--- src/rtl/gameover_pkg.sv ---
// Shared types and widths for the game-over banner overlay.
package gameover_pkg;

  localparam int COORD_W = 11;
  localparam int RGB_W   = 12;

  typedef enum logic [1:0] {
    IDLE  = 2'd0,
    SLIDE = 2'd1,
    SHOW  = 2'd2
  } state_t;

endpackage

--- src/rtl/vga_if.sv ---
// VGA timing coordinates as seen by overlay layers; the timing generator drives the out side.
interface vga_if;

  logic [gameover_pkg::COORD_W-1:0] hcount;
  logic [gameover_pkg::COORD_W-1:0] vcount;

  modport out (output hcount, output vcount);
  modport in  (input  hcount, input  vcount);

endinterface

--- src/rtl/gameover_anim_ctrl.sv ---
// Animation control for the game-over panel: frame tick, slide FSM, drop offset and
// the optional border blink counter (enabled by GAMEOVER_BLINK_EN).
module gameover_anim_ctrl
  import gameover_pkg::*;
#(
  parameter int Y0           = 300,
  parameter int SLIDE_STEP   = 8,
  parameter int BLINK_FRAMES = 30
) (
  input  logic               clk,
  input  logic               rst,
  input  logic [COORD_W-1:0] hcount,
  input  logic [COORD_W-1:0] vcount,
  input  logic               trigger,
  input  logic               clear,
  output state_t             state,
  output logic [COORD_W-1:0] drop,
  output logic               blink_phase,
  output logic               active,
  output logic               shown
);

  localparam logic [COORD_W-1:0] Y0_C   = COORD_W'(Y0);
  localparam logic [COORD_W-1:0] STEP_C = COORD_W'(SLIDE_STEP);

  logic               tick_r;
  state_t             state_r;
  state_t             state_nxt;
  logic [COORD_W-1:0] drop_r;
  logic [COORD_W-1:0] drop_nxt;
  logic               active_r;
  logic               shown_r;

  // Frame tick: one cycle after the timing source shows the top-left pixel
  always_ff @(posedge clk or negedge rst) begin
    if (!rst) begin
      tick_r <= 1'b0;
    end else begin
      tick_r <= (hcount == COORD_W'(0)) && (vcount == COORD_W'(0));
    end
  end

  // Next-state and next-drop selection; clear overrides trigger and tick
  always_comb begin
    state_nxt = state_r;
    drop_nxt  = drop_r;
    if (clear) begin
      state_nxt = IDLE;
      drop_nxt  = COORD_W'(0);
    end else begin
      case (state_r)
        IDLE: begin
          if (trigger) begin
            if (Y0_C == COORD_W'(0)) begin
              state_nxt = SHOW;
              drop_nxt  = COORD_W'(0);
            end else begin
              state_nxt = SLIDE;
              drop_nxt  = Y0_C;
            end
          end else begin
            state_nxt = IDLE;
            drop_nxt  = drop_r;
          end
        end
        SLIDE: begin
          if (tick_r) begin
            if (drop_r <= STEP_C) begin
              state_nxt = SHOW;
              drop_nxt  = COORD_W'(0);
            end else begin
              state_nxt = SLIDE;
              drop_nxt  = drop_r - STEP_C;
            end
          end else begin
            state_nxt = SLIDE;
            drop_nxt  = drop_r;
          end
        end
        SHOW: begin
          state_nxt = SHOW;
          drop_nxt  = drop_r;
        end
        default: begin
          state_nxt = IDLE;
          drop_nxt  = COORD_W'(0);
        end
      endcase
    end
  end

  // State, drop and status flags; flags follow the next state so they move with it
  always_ff @(posedge clk or negedge rst) begin
    if (!rst) begin
      state_r  <= IDLE;
      drop_r   <= COORD_W'(0);
      active_r <= 1'b0;
      shown_r  <= 1'b0;
    end else begin
      state_r  <= state_nxt;
      drop_r   <= drop_nxt;
      active_r <= (state_nxt != IDLE);
      shown_r  <= (state_nxt == SHOW);
    end
  end

`ifdef GAMEOVER_BLINK_EN
  localparam int CNT_W = $clog2(BLINK_FRAMES + 1);

  logic [CNT_W-1:0] blink_cnt_r;
  logic             blink_phase_r;

  // Blink counter: restarts outside a settled SHOW, wraps every BLINK_FRAMES ticks
  always_ff @(posedge clk or negedge rst) begin
    if (!rst) begin
      blink_cnt_r   <= CNT_W'(0);
      blink_phase_r <= 1'b0;
    end else if ((state_r != SHOW) || (state_nxt != SHOW)) begin
      blink_cnt_r   <= CNT_W'(0);
      blink_phase_r <= 1'b0;
    end else if (tick_r) begin
      if (blink_cnt_r == CNT_W'(BLINK_FRAMES - 1)) begin
        blink_cnt_r   <= CNT_W'(0);
        blink_phase_r <= ~blink_phase_r;
      end else begin
        blink_cnt_r   <= blink_cnt_r + CNT_W'(1);
        blink_phase_r <= blink_phase_r;
      end
    end else begin
      blink_cnt_r   <= blink_cnt_r;
      blink_phase_r <= blink_phase_r;
    end
  end

  assign blink_phase = blink_phase_r;
`else
  assign blink_phase = 1'b0;
`endif

  assign state  = state_r;
  assign drop   = drop_r;
  assign active = active_r;
  assign shown  = shown_r;

endmodule

--- src/rtl/draw_gameover_panel.sv ---
// Animated game-over banner overlay: classifies each pixel against the sliding panel and
// registers colour/ownership. Optional border blink is enabled by GAMEOVER_BLINK_EN.
module draw_gameover_panel
  import gameover_pkg::*;
#(
  parameter int               X0           = 400,
  parameter int               Y0           = 300,
  parameter int               W            = 200,
  parameter int               H            = 100,
  parameter int               BORDER       = 4,
  parameter logic [RGB_W-1:0] FILL_RGB     = 12'h00F,
  parameter logic [RGB_W-1:0] BORDER_RGB   = 12'hFFF,
  parameter int               SLIDE_STEP   = 8,
  parameter int               BLINK_FRAMES = 30
) (
  input  logic             clk,
  input  logic             rst,
  vga_if.in                vin,
  input  logic             trigger,
  input  logic             clear,
  output logic [RGB_W-1:0] rgb,
  output logic             valid,
  output logic             active,
  output logic             shown
);

  // One extra bit keeps X0+W and Y0+H from wrapping
  localparam int XW = COORD_W + 1;

  localparam logic [XW-1:0] X_LO    = XW'(X0);
  localparam logic [XW-1:0] X_HI    = XW'(X0 + W);
  localparam logic [XW-1:0] X_LO_IN = XW'(X0 + BORDER);
  localparam logic [XW-1:0] X_HI_IN = XW'(X0 + W - BORDER);

  state_t             state;
  logic [COORD_W-1:0] drop;
  logic               blink_phase;

  logic [XW-1:0]    x_s;
  logic [XW-1:0]    y_s;
  logic [XW-1:0]    y_top_s;
  logic [XW-1:0]    y_bot_s;
  logic             inside_s;
  logic             on_border_s;
  logic [RGB_W-1:0] border_col_s;
  logic [RGB_W-1:0] pix_rgb_s;
  logic [RGB_W-1:0] rgb_r;
  logic             valid_r;

  gameover_anim_ctrl #(
    .Y0           (Y0),
    .SLIDE_STEP   (SLIDE_STEP),
    .BLINK_FRAMES (BLINK_FRAMES)
  ) u_anim (
    .clk         (clk),
    .rst         (rst),
    .hcount      (vin.hcount),
    .vcount      (vin.vcount),
    .trigger     (trigger),
    .clear       (clear),
    .state       (state),
    .drop        (drop),
    .blink_phase (blink_phase),
    .active      (active),
    .shown       (shown)
  );

  // Pixel classification against the current panel position; drop never exceeds Y0
  always_comb begin
    x_s          = {1'b0, vin.hcount};
    y_s          = {1'b0, vin.vcount};
    y_top_s      = XW'(Y0) - {1'b0, drop};
    y_bot_s      = y_top_s + XW'(H);
    inside_s     = (x_s >= X_LO) && (x_s < X_HI) && (y_s >= y_top_s) && (y_s < y_bot_s);
    on_border_s  = inside_s &&
                   ((x_s < X_LO_IN) || (x_s >= X_HI_IN) ||
                    (y_s < (y_top_s + XW'(BORDER))) || (y_s >= (y_bot_s - XW'(BORDER))));
    border_col_s = BORDER_RGB;
    if (blink_phase) begin
      border_col_s = FILL_RGB;
    end else begin
      border_col_s = BORDER_RGB;
    end
    pix_rgb_s = 12'h000;
    if (on_border_s) begin
      pix_rgb_s = border_col_s;
    end else if (inside_s) begin
      pix_rgb_s = FILL_RGB;
    end else begin
      pix_rgb_s = 12'h000;
    end
  end

  // Output pixel registers: one clock of latency from the timing coordinates
  always_ff @(posedge clk or negedge rst) begin
    if (!rst) begin
      rgb_r   <= 12'h000;
      valid_r <= 1'b0;
    end else begin
      rgb_r   <= pix_rgb_s;
      valid_r <= inside_s && (state != IDLE);
    end
  end

  assign rgb   = rgb_r;
  assign valid = valid_r;

endmodule

--- src/flat_wrapper.sv ---
// flat-port wrapper written by rule: the top's interface ports become plain ports
module draw_gameover_panel_flat import gameover_pkg::*;
#(
  parameter int               X0           = 400,
  parameter int               Y0           = 300,
  parameter int               W            = 200,
  parameter int               H            = 100,
  parameter int               BORDER       = 4,
  parameter logic [RGB_W-1:0] FILL_RGB     = 12'h00F,
  parameter logic [RGB_W-1:0] BORDER_RGB   = 12'hFFF,
  parameter int               SLIDE_STEP   = 8,
  parameter int               BLINK_FRAMES = 30
)
  (clk, rst, trigger, clear, rgb, valid, active, shown, vin_hcount, vin_vcount);
  vga_if vin_i ();
  input  logic clk;
  input  logic rst;
  input  logic trigger;
  input  logic clear;
  output logic [RGB_W-1:0] rgb;
  output logic valid;
  output logic active;
  output logic shown;
  input wire logic [$bits(vin_i.hcount)-1:0] vin_hcount;
  input wire logic [$bits(vin_i.vcount)-1:0] vin_vcount;
  assign vin_i.hcount = vin_hcount;
  assign vin_i.vcount = vin_vcount;
  draw_gameover_panel #(.X0(X0), .Y0(Y0), .W(W), .H(H), .BORDER(BORDER), .FILL_RGB(FILL_RGB), .BORDER_RGB(BORDER_RGB), .SLIDE_STEP(SLIDE_STEP), .BLINK_FRAMES(BLINK_FRAMES)) u_core (.clk(clk), .rst(rst), .vin(vin_i), .trigger(trigger), .clear(clear), .rgb(rgb), .valid(valid), .active(active), .shown(shown));
endmodule
--- config.mk ---
export PLATFORM = sky130hd
export DESIGN_NAME = draw_gameover_panel_flat
export DESIGN_NICKNAME = d
export VERILOG_FILES = /design/src/rtl/gameover_pkg.sv /design/src/rtl/vga_if.sv /design/src/rtl/gameover_anim_ctrl.sv /design/src/rtl/draw_gameover_panel.sv /design/src/flat_wrapper.sv
export SDC_FILE = /design/constraint.sdc
export NUM_CORES = 1
export LEC_CHECK = 0
export BUFFER_PORTS_ARGS = -buffer_cell sky130_fd_sc_hd__buf_4
export CAP_MARGIN = 30
export CELL_PAD_IN_SITES_DETAIL_PLACEMENT = 0
export CELL_PAD_IN_SITES_GLOBAL_PLACEMENT = 2
export CORE_MARGIN = 2
export CORE_UTILIZATION = 33
export DETAILED_ROUTE_END_ITERATION = 8
export PLACE_DENSITY_LB_ADDON = 0.1
export RECOVER_POWER = 100
export SLEW_MARGIN = 20
export SYNTH_ARGS = -nofsm -noshare
export SYNTH_HDL_FRONTEND = slang
export SYNTH_SLANG_ARGS = --single-unit
--- constraint.sdc ---
create_clock -name clk -period 5.9 [get_ports clk]
set_input_delay 1.18 -clock clk [delete_from_list [all_inputs] [get_ports clk]]
set_output_delay 1.18 -clock clk [all_outputs]
set_load 0.02 [all_outputs]
==> out/results.ini <==
[synthesis]
syn_avg_cell_area_um2=8.162
synth_cell_types=52
synth-seq-area-share_pct=18.68
synth_flop_cell=dfrtp_1
syn_area_um2=2277
synth_top_cell_area_share_pct=21.43
synthArstFlopShare_pct=100.0
synth_edf_count=0
synthesis.nets=344
synth_area_leader_cell=ha_1
synthTopCellsByCount=ha_1, nand2_1, a21oi_1, nor2_1, dfrtp_1
synth_area_leaders=ha_1, dfrtp_1, xnor2_1
yosys_warnings=0
yosysMostFrequentCell=ha_1
postSynthCellCount=279
synth-seq-cells=17

[clock_network]
cts_root_buf=clkbuf_8
cts_tree=yes
post_cts_resized=0
h-tree-depth=1
cts_sinks=17
postCtsSetupBuffers=0
ctsHoldBuffers=0
cts_inserted_buffers=3
cts.clk_slew.worst_paths_ns=0.07
clock_latency_ns=0.25
ctsLongestPathBuffers=2

[timing]
worst_pin_slew_ns=0.9401
slew_headroom_pct=37.33
fin_ws_ns=1.360
setup_viol=0
layout_worst_path_cycle_share_pct=76.94
clock_skew_ns=0.003569
fin_crit_ns=4.540
rsz0062_at_grt=no
setup_tns_ns=0
max_freq_ghz=0.2203
hold_viol=0
slew_violations=0

[global_routing]
antenna_found_initial=0
grt_pass1_vias=1857
grt_overflow_total=0
grt_max_degree=18
grt_pass1_wl_um=9549
grt_usage_pct=15.73

[critical_path]
crit_arrival_ns=4.65
end_kind=flop
cp_max_fo=14
cp.required_ns=6.01
worstSetupPathType=reg2reg
start_kind=flop

[routing]
vias_per_cell=5.205
drtIter0Drc=61
route.detailed.drc=0
num_vias=2004
ant_nets=0
dr.pass1.iters=4
wl_per_cell_um=15.32
wirelength_um=5897

[die]
die_h_um=87.07
die_x_um=87.07
core_um2=6719
die-area_um2=7581
std_cell_rows=30
start_util_pct=33.89
io_pins=41

[status]
outcome=completed

[place]
dp_cells=381
placed_cell_area_um2=2569
preCtsSetupSlack_ns=1.285
gp_congestion=0.7949
io_buffers=40
hpwl_um=4901

[layout]
fin_cells=385
drive_above_1_share_pct=10.82
area_growth_pct=11.48
final_nets=371
antenna_cells=0
fin_area_um2=2539

[job]
drv_cap=0

[worst_hold_path]
hold_path_class=reg2reg

[power]
p_leak_nw=1.141
total_power_mw=0.8037
ir_drop_mv=0.08992
power_density_nw_per_um2=316.6

## final cells by class
type / instances / area (um^2)
Tap cell: 80 / 100.1
Timing Repair Buffer: 40 / 232.7
Inverter: 15 / 56.30
Clock inverter: 1 / 5.005
Multi-Input combinational cell: 229 / 1678
Clock buffer: 3 / 41.29
Sequential cell: 17 / 425.4
Fill cell: 769 / 4180
## power breakdown
group / total [mW] / internal [mW] / switching (mW)
logic: 0.559 / 0.238 / 0.321
clock network: 0.0866 / 0.0468 / 0.0398
registers: 0.158 / 0.129 / 0.0287
total: 0.804 / 0.414 / 0.390
## cell families after synthesis
group | synth area share [%]
XOR/XNOR | 10.11
flip-flops | 18.68
AND/OR/NAND/NOR | 22.64
AO/OA/AOI/OAI | 19.45
multiplexers | 0.4396
adder cells (fa/ha/maj) | 21.43
buffers and inverters | 7.252
## worst paths after layout
| check | from | to | slack (ns) | cells after the start |
|---|---|---|---|---|
| setup / recovery | u_core.u_anim.drop[4]$_DFFE_PN0P_ | u_core.rgb[10]$_DFF_PN0_ | 1.36 | 17 |
| min in group asynchronous | rst | u_core.u_anim.shown$_DFF_PN0_ | 1.05 | 1 |
| hold reg to reg | u_core.u_anim.drop[10]$_DFFE_PN0P_ | u_core.u_anim.drop[10]$_DFFE_PN0P_ | 0.62 | 2 |
| max in group asynchronous | rst | u_core.u_anim.drop[2]$_DFFE_PN0P_ | 4.28 | 1 |
| setup reg to reg | u_core.u_anim.drop[4]$_DFFE_PN0P_ | u_core.rgb[10]$_DFF_PN0_ | 1.36 | 17 |
| hold / removal | u_core.u_anim.drop[10]$_DFFE_PN0P_ | u_core.u_anim.drop[10]$_DFFE_PN0P_ | 0.62 | 2 |
## layer usage
| layer | up-vias | share of wire (%) | track usage (%) |
|---|---|---|---|
| met3 | 0 | 4.5 | 2.275 |
| met5 | - | 0 | 0 |
| met4 | 0 | 0 | 0.8523 |
| li1 | 1062 | - | - |
| met2 | 42 | 43 | 24.91 |
| met1 | 900 | 52 | 23.64 |
## placed cells by master (no fill, tap or decap), types with 14 or more instances in the layout
cell type	n
ha_1	39
nand2_1	24
buf_4	22
a21oi_1	19
nor2_1	18
clkbuf_1	18
dfrtp_1	17
o21ai_0	16
nor3_1	14
inv_1	14
## metrics by stage
stage,utilization (%),hold slack [ns]
floorplan,-,0.5300
global placement,38.23,0.5856
detailed placement,38.23,0.6018
CTS,38.92,0.6161
global route,37.78,0.6462
finish,37.78,0.6159
## critical path: stages, from the launching register on
cell       delay, ns
dfrtp_1         0.60
inv_1           0.18
ha_1            0.27
or3_1           0.39
nand2_1         0.23
ha_1            0.19
a22oi_1         0.10
and3_1          0.23
xnor2_1         0.24
nor2b_1         0.24
and4_1          0.29
xor2_1          0.09
ha_1            0.20
or3_1           0.30
a31oi_1         0.16
o21ai_0         0.09
a2111oi_0       0.50
a311oi_2        0.08
## sequential cells by signal, indices dropped and copies added (netlist names)
register              count
u_core.u_anim.state       2
u_core.u_anim.tick_r      1
u_core.valid              1
u_core.u_anim.drop        9
u_core.u_anim.active      1
u_core.u_anim.shown       1
u_core.rgb                2
No activity file was read; power rests on OpenSTA's default activity.
